$ cat src/rtl/fp16_to_int_serial.sv
// FP16 to saturating signed integer converter with round-to-nearest-even and valid/ready handshakes.
// Define FP16_BARREL_SHIFT_EN to replace the one-bit-per-cycle alignment with a single-cycle shift.
module fp16_to_int_serial #(
  parameter int unsigned OUT_W = 16
) (
  input  logic             CLK,
  input  logic             RESETn,
  input  logic             in_valid_i,
  output logic             in_ready_o,
  input  logic [15:0]      a_i,
  output logic             out_valid_o,
  input  logic             out_ready_i,
  output logic [OUT_W-1:0] q_o,
  output logic             nan_flag_o,
  output logic             ovf_flag_o,
  output logic             inexact_flag_o
);

  localparam int unsigned WorkW = OUT_W + 1;
  // Biased exponent at which e == OUT_W-1, i.e. the first out-of-range magnitude.
  localparam logic [4:0] ExpSat = 5'(OUT_W + 14);

  typedef enum logic [1:0] {StIdle, StShift, StRound, StDone} state_e;

  state_e             state_q, state_d;
  logic [WorkW-1:0]   w_q, w_d;
  logic               guard_q, guard_d;
  logic               sticky_q, sticky_d;
  logic               sign_q, sign_d;
  logic [OUT_W-1:0]   q_q, q_d;
  logic               nan_q, nan_d;
  logic               ovf_q, ovf_d;
  logic               inx_q, inx_d;
`ifndef FP16_BARREL_SHIFT_EN
  logic [4:0]         k_q, k_d;
  logic               left_q, left_d;
`else
  logic [21:0]        ext;
`endif

  logic             in_sign;
  logic [4:0]       in_exp;
  logic [9:0]       in_man;
  logic [10:0]      in_mag;
  logic [4:0]       in_k;
  logic             in_left;
  logic [OUT_W-1:0] sat_val;
  logic [WorkW-1:0] round_r;
  logic [WorkW-1:0] signed_r;

  assign in_sign = a_i[15];
  assign in_exp  = a_i[14:10];
  assign in_man  = a_i[9:0];
  assign in_mag  = {1'b1, in_man};
  assign in_left = (in_exp >= 5'd25);
  assign in_k    = in_left ? (in_exp - 5'd25) : (5'd25 - in_exp);
  assign sat_val = in_sign ? {1'b1, {(OUT_W-1){1'b0}}} : {1'b0, {(OUT_W-1){1'b1}}};

  assign round_r  = w_q + WorkW'(guard_q & (sticky_q | w_q[0]));
  assign signed_r = sign_q ? -round_r : round_r;

  always_comb begin
    state_d  = state_q;
    w_d      = w_q;
    guard_d  = guard_q;
    sticky_d = sticky_q;
    sign_d   = sign_q;
    q_d      = q_q;
    nan_d    = nan_q;
    ovf_d    = ovf_q;
    inx_d    = inx_q;
`ifndef FP16_BARREL_SHIFT_EN
    k_d      = k_q;
    left_d   = left_q;
`else
    ext      = {in_mag, 11'b0} >> in_k;
`endif
    unique case (state_q)
      StIdle: begin
        if (in_valid_i) begin
          sign_d  = in_sign;
          state_d = StDone;
          if (in_exp == 5'd31 && in_man != '0) begin
            q_d = '0; nan_d = 1'b1; ovf_d = 1'b0; inx_d = 1'b0;
          end else if (in_exp == 5'd31) begin
            q_d = sat_val; nan_d = 1'b0; ovf_d = 1'b1; inx_d = 1'b0;
          end else if (in_exp == 5'd0) begin
            q_d = '0; nan_d = 1'b0; ovf_d = 1'b0; inx_d = (in_man != '0);
          end else if (in_exp >= ExpSat) begin
            nan_d = 1'b0; inx_d = 1'b0;
            if (in_sign && in_exp == ExpSat && in_man == '0) begin
              q_d = sat_val; ovf_d = 1'b0;
            end else begin
              q_d = sat_val; ovf_d = 1'b1;
            end
          end else if (in_exp <= 5'd13) begin
            q_d = '0; nan_d = 1'b0; ovf_d = 1'b0; inx_d = 1'b1;
          end else begin
`ifndef FP16_BARREL_SHIFT_EN
            w_d      = WorkW'(in_mag);
            guard_d  = 1'b0;
            sticky_d = 1'b0;
            k_d      = in_k;
            left_d   = in_left;
            state_d  = (in_k != '0) ? StShift : StRound;
`else
            if (in_left) begin
              w_d      = WorkW'(in_mag) << in_k;
              guard_d  = 1'b0;
              sticky_d = 1'b0;
            end else begin
              w_d      = WorkW'(ext[21:11]);
              guard_d  = ext[10];
              sticky_d = |ext[9:0];
            end
            state_d = StRound;
`endif
          end
        end
      end
`ifndef FP16_BARREL_SHIFT_EN
      StShift: begin
        if (left_q) begin
          w_d = w_q << 1;
        end else begin
          sticky_d = sticky_q | guard_q;
          guard_d  = w_q[0];
          w_d      = w_q >> 1;
        end
        k_d = k_q - 5'd1;
        if (k_q == 5'd1) state_d = StRound;
      end
`endif
      StRound: begin
        q_d     = OUT_W'(signed_r);
        nan_d   = 1'b0;
        ovf_d   = 1'b0;
        inx_d   = guard_q | sticky_q;
        state_d = StDone;
      end
      StDone: begin
        if (out_ready_i) state_d = StIdle;
      end
      default: state_d = StIdle;
    endcase
  end

  always_ff @(posedge CLK or negedge RESETn) begin
    if (!RESETn) begin
      state_q  <= StIdle;
      w_q      <= '0;
      guard_q  <= 1'b0;
      sticky_q <= 1'b0;
      sign_q   <= 1'b0;
      q_q      <= '0;
      nan_q    <= 1'b0;
      ovf_q    <= 1'b0;
      inx_q    <= 1'b0;
`ifndef FP16_BARREL_SHIFT_EN
      k_q      <= '0;
      left_q   <= 1'b0;
`endif
    end else begin
      state_q  <= state_d;
      w_q      <= w_d;
      guard_q  <= guard_d;
      sticky_q <= sticky_d;
      sign_q   <= sign_d;
      q_q      <= q_d;
      nan_q    <= nan_d;
      ovf_q    <= ovf_d;
      inx_q    <= inx_d;
`ifndef FP16_BARREL_SHIFT_EN
      k_q      <= k_d;
      left_q   <= left_d;
`endif
    end
  end

  assign in_ready_o     = (state_q == StIdle);
  assign out_valid_o    = (state_q == StDone);
  assign q_o            = q_q;
  assign nan_flag_o     = nan_q;
  assign ovf_flag_o     = ovf_q;
  assign inexact_flag_o = inx_q;

endmodule

$ cat config.mk
export PLATFORM = sky130hd
export DESIGN_NAME = fp16_to_int_serial
export DESIGN_NICKNAME = d
export VERILOG_FILES = /design/src/rtl/fp16_to_int_serial.sv
export SDC_FILE = /design/constraint.sdc
export NUM_CORES = 1
export LEC_CHECK = 0
export CORE_MARGIN = 10
export CORE_UTILIZATION = 59
export CTS_BUF_LIST = sky130_fd_sc_hd__clkbuf_4 sky130_fd_sc_hd__clkbuf_8
export DETAILED_ROUTE_END_ITERATION = 16
export GPL_TIMING_DRIVEN = 0
export PLACE_DENSITY = 0.83
export SYNTH_ARGS = -nofsm -noshare
export SYNTH_HDL_FRONTEND = slang
export SYNTH_SLANG_ARGS = --single-unit
$ cat constraint.sdc
create_clock -name CLK -period 3.3 [get_ports CLK]
set_input_delay 0.66 -clock CLK [delete_from_list [all_inputs] [get_ports CLK]]
set_output_delay 0.66 -clock CLK [all_outputs]
set_load 0.01 [all_outputs]
==> impl_results.md <==
- Outcome: complete, no violations
- Critical Path End Type: register
- Unrepaired setup endpoints after global routing: false
- Initial core utilization: 0.598
- Req. time, crit path: 3.52 ns
- DRC: 0
- Post-DR vias/cell: 6.10
- Diode count: 0
- Final Hold Viols: 0
- Die area: 9960 sq um
- Yosys cell types: 62
- Cell Rows: 29
- Instance count on the critical path: 10
- Critical R2R Launch: w_q[0]
- NumNets Final: 550
- Crit path buf inv count: 1
- Final WL: 9950 um
- Layout cells sized above 1: 0.0856
- Sequential share of power: 0.259
- Most frequent cell after synthesis: nor2_1
- Maxcap violations: 0
- Type of the worst setup path: register to register
- Fillers: 517
- Slew @ Worst Pin: 0.760 ns
- Worst setup SP type: register
- Vias in the first global route: 3442
- CP dominant cell by count: ha_1
- Fin Clk Skew: 0.00695 ns
- Pleak: 1.74 nW
- Worst setup startpoint: w_q[0]
- CP top delay family: simple AND/OR/NAND/NOR gates
- Gpl congestion: 0.902
- Post-synth top cells: 52 x nor2_1, 49 x nand2_1, 47 x dfrtp_1
- Max incr delay on CP: 0.48 ns
- Final setup viols: 0
- Syn Area/Cell: 8.06 sq um
- Total Routing Usage GR: 0.197
- Clk pin slew, worst setup/hold paths: 0.08 ns
- Worst-path fanout max: 10
- P&R area growth vs syn: 16.5%
- Vias post-DR: 3604
- CTS tree: built
- Min-Delay Path Class: primary input to asynchronous set/reset pin
- Synth area leader: dfrtp_1
- Total gr overflow: 0
- First-pass GRT wire length: 16600 um
- EDFF count, synth: 0
- Share of the synthesized area in the top cell type: 0.313
- Synth Cell Area: 3750 sq um
- DRT antenna net count: 0
- Clk Latency, worst-skew pair: 0.30 ns
- Fin area: 4370 sq um
- Critical Path End: q_o[9]
- Synth Warn #: 0
- Met3 Wirelength: 675 um
- Cell Int Power: 2.06 mW
- Worst path cell trace: o21a_1, ha_1, ha_1, buf_6, xor2_1, or3_4, a31o_1, or2_4, or4_4, a41oi_2
- Max-slew violation count: 0
- Initial DRT Pass Iterations: 5
- Post-synth ARST share: 1.00
- FF-to-FF path depth: 10
- Clock share of power: 0.102
- Tcrit/Tclk final: 0.938
- Port buffer count: 39
- P_sw: 1.81 mW
- Drt wl/cell: 16.8 um
- Root Buffer: clkbuf_8
- Clock Path Buffers: 2
- DR iter-0 viols: 276
- Net Sw Frac: 0.468
- #FFs+latches synth: 47
- Worst reg-to-reg setup slack: 0.20 ns
- VDD IR max: 0.000463 V
- Pin count of the biggest net entering global routing: 26
- WP data arrival: 3.32 ns
- WL met1: 4420 um
- Initial antenna violation count: 0
- Cells after Synth: 466
- Final worst slack: 0.204 ns
- CTS buffer count: 5
- Pwr Density: 885 nW/um^2
- RR Endpoint: q_o[9]
- Post-layout min period: 3.10 ns
- Die height: 99.8 um
- Post-synth top flop: dfrtp_1
- Number of H-tree levels: 2
- CTS sink cnt: 47
- Ports: 41
- Core Region: 6280 sq um
- Top sig layer: met4
- Fmax achieved: 323 MHz
- Routed length on met2: 4670 um
- Worst path slowest cell: or4_4
- Die X: 99.8 um
- Synth area leaders: dfrtp_1 31%, ha_1 5.7%, a21oi_1 5.6%, nor2_1 5.2%, o21ai_0 5.1%
- Max transition margin: 0.491
- DP Worst Slack: -0.323 ns
- Sequential element share of the synthesized area: 0.313
- Post-synthesis net count: 503
- Placed Area: 4260 sq um
- DPL Wire Length: 7840 um
- Comb pwr share: 0.639
kinds of logic (layout without fill, tap and decap cells):
kind of cell               after synthesis  after routing  synth area share
AOI/OAI and AO/OA                      137            137             0.229
buffers and inverters                   51             99            0.0703
xor gates and xnor gates                27             27            0.0630
DFF                                     47             47             0.313
and+or+nand+nor                        168            168             0.217
muxes                                   19             19            0.0516
adders and majority gates               17             17            0.0566
worst register-to-register path: stages (launching register included):
cell	delay [ns]
dfrtp_1	0.47
o21a_1	0.25
ha_1	0.25
ha_1	0.21
buf_6	0.14
xor2_1	0.18
or3_4	0.35
a31o_1	0.23
or2_4	0.26
or4_4	0.48
a41oi_2	0.20
registers in the layout, indices dropped and copies added, names as in the netlist:
name / count
guard_q: 1
inexact_flag_o: 1
k_q: 5
left_q: 1
nan_flag_o: 1
ovf_flag_o: 1
q_o: 16
sign_q: 1
state_q: 2
sticky_q: 1
w_q: 17
worst min path at each step:
stage | start | end | slack, ns | depth (start not counted)
after floorplan | RESETn | guard_q | 0.36 | 0
after global routing | RESETn | q_o[1] | 0.37 | 1
after CTS | RESETn | q_o[1] | 0.35 | 1
final | RESETn | q_o[1] | 0.33 | 1
after global placement | inexact_flag_o | inexact_flag_o | 0.45 | 2
after detailed placement | inexact_flag_o | inexact_flag_o | 0.47 | 2
layout make-up:
| class | instances | area, sq um | share of cell area |
|---|---|---|---|
| inverter | 17 | 63.8 | 0.0146 |
| buffer | 34 | 200 | 0.0458 |
| clock buffer | 8 | 104 | 0.0237 |
| tap | 77 | 96.3 | 0.0220 |
| timing repair buffer | 40 | 405 | 0.0927 |
| multi-input combinational | 368 | 2330 | 0.532 |
| sequential | 47 | 1180 | 0.269 |
per-stage QoR:
| stage | TNS, ns | cells | power, mW | utilization | hold WS (ns) |
|---|---|---|---|---|---|
| floorplan | 0 | 466 | 2.69 | - | 0.364 |
| global placement | -4.11 | 582 | 3.35 | 0.676 | 0.453 |
| detailed placement | -7.64 | 583 | 3.44 | 0.678 | 0.469 |
| CTS | 0 | 591 | 3.85 | 0.695 | 0.346 |
| global route | 0 | 591 | 4.20 | 0.697 | 0.365 |
| finish | 0 | 591 | 3.87 | 0.697 | 0.332 |
power groups by stage:
stage          logic, mW  registers (mW)  clock network, mW
2_1_floorplan       1.67            1.02                  0
3_3_place_gp        2.36           0.996                  0
3_5_place_dp        2.43            1.01                  0
4_1_cts             2.44            1.00              0.403
5_1_grt             2.75            1.03              0.422
6_report            2.47            1.00              0.393
routing by layer:
metal / global-route usage / vias up
met3: 0.0364 / 16
li1: - / 1761
met2: 0.330 / 134
met4: 0.0673 / 0
met5: 0 / -
met1: 0.250 / 1693
timing repair:
action,CTS,global route
buffers inserted,0,0
hold buffers,0,0
setup endpoints to repair,3,5
gates resized for setup,1,2
endpoints found under the hold margin,0,0
cell usage in the layout, fill, tap and decap left out, types with 16 or more instances in the layout:
cell type / Yosys / layout
nor2_1: 52 / 51
nand2_1: 49 / 49
dfrtp_1: 47 / 47
a21oi_1: 42 / 41
o21ai_0: 38 / 38
clkdlybuf4s50_1: 0 / 38
clkbuf_1: 19 / 19
xnor2_1: 18 / 18
ha_1: 17 / 17
inv_1: 16 / 16
nand3_1: 16 / 16
mux2i_1: 16 / 16
Note: power is estimated with default switching activity, not from simulation.
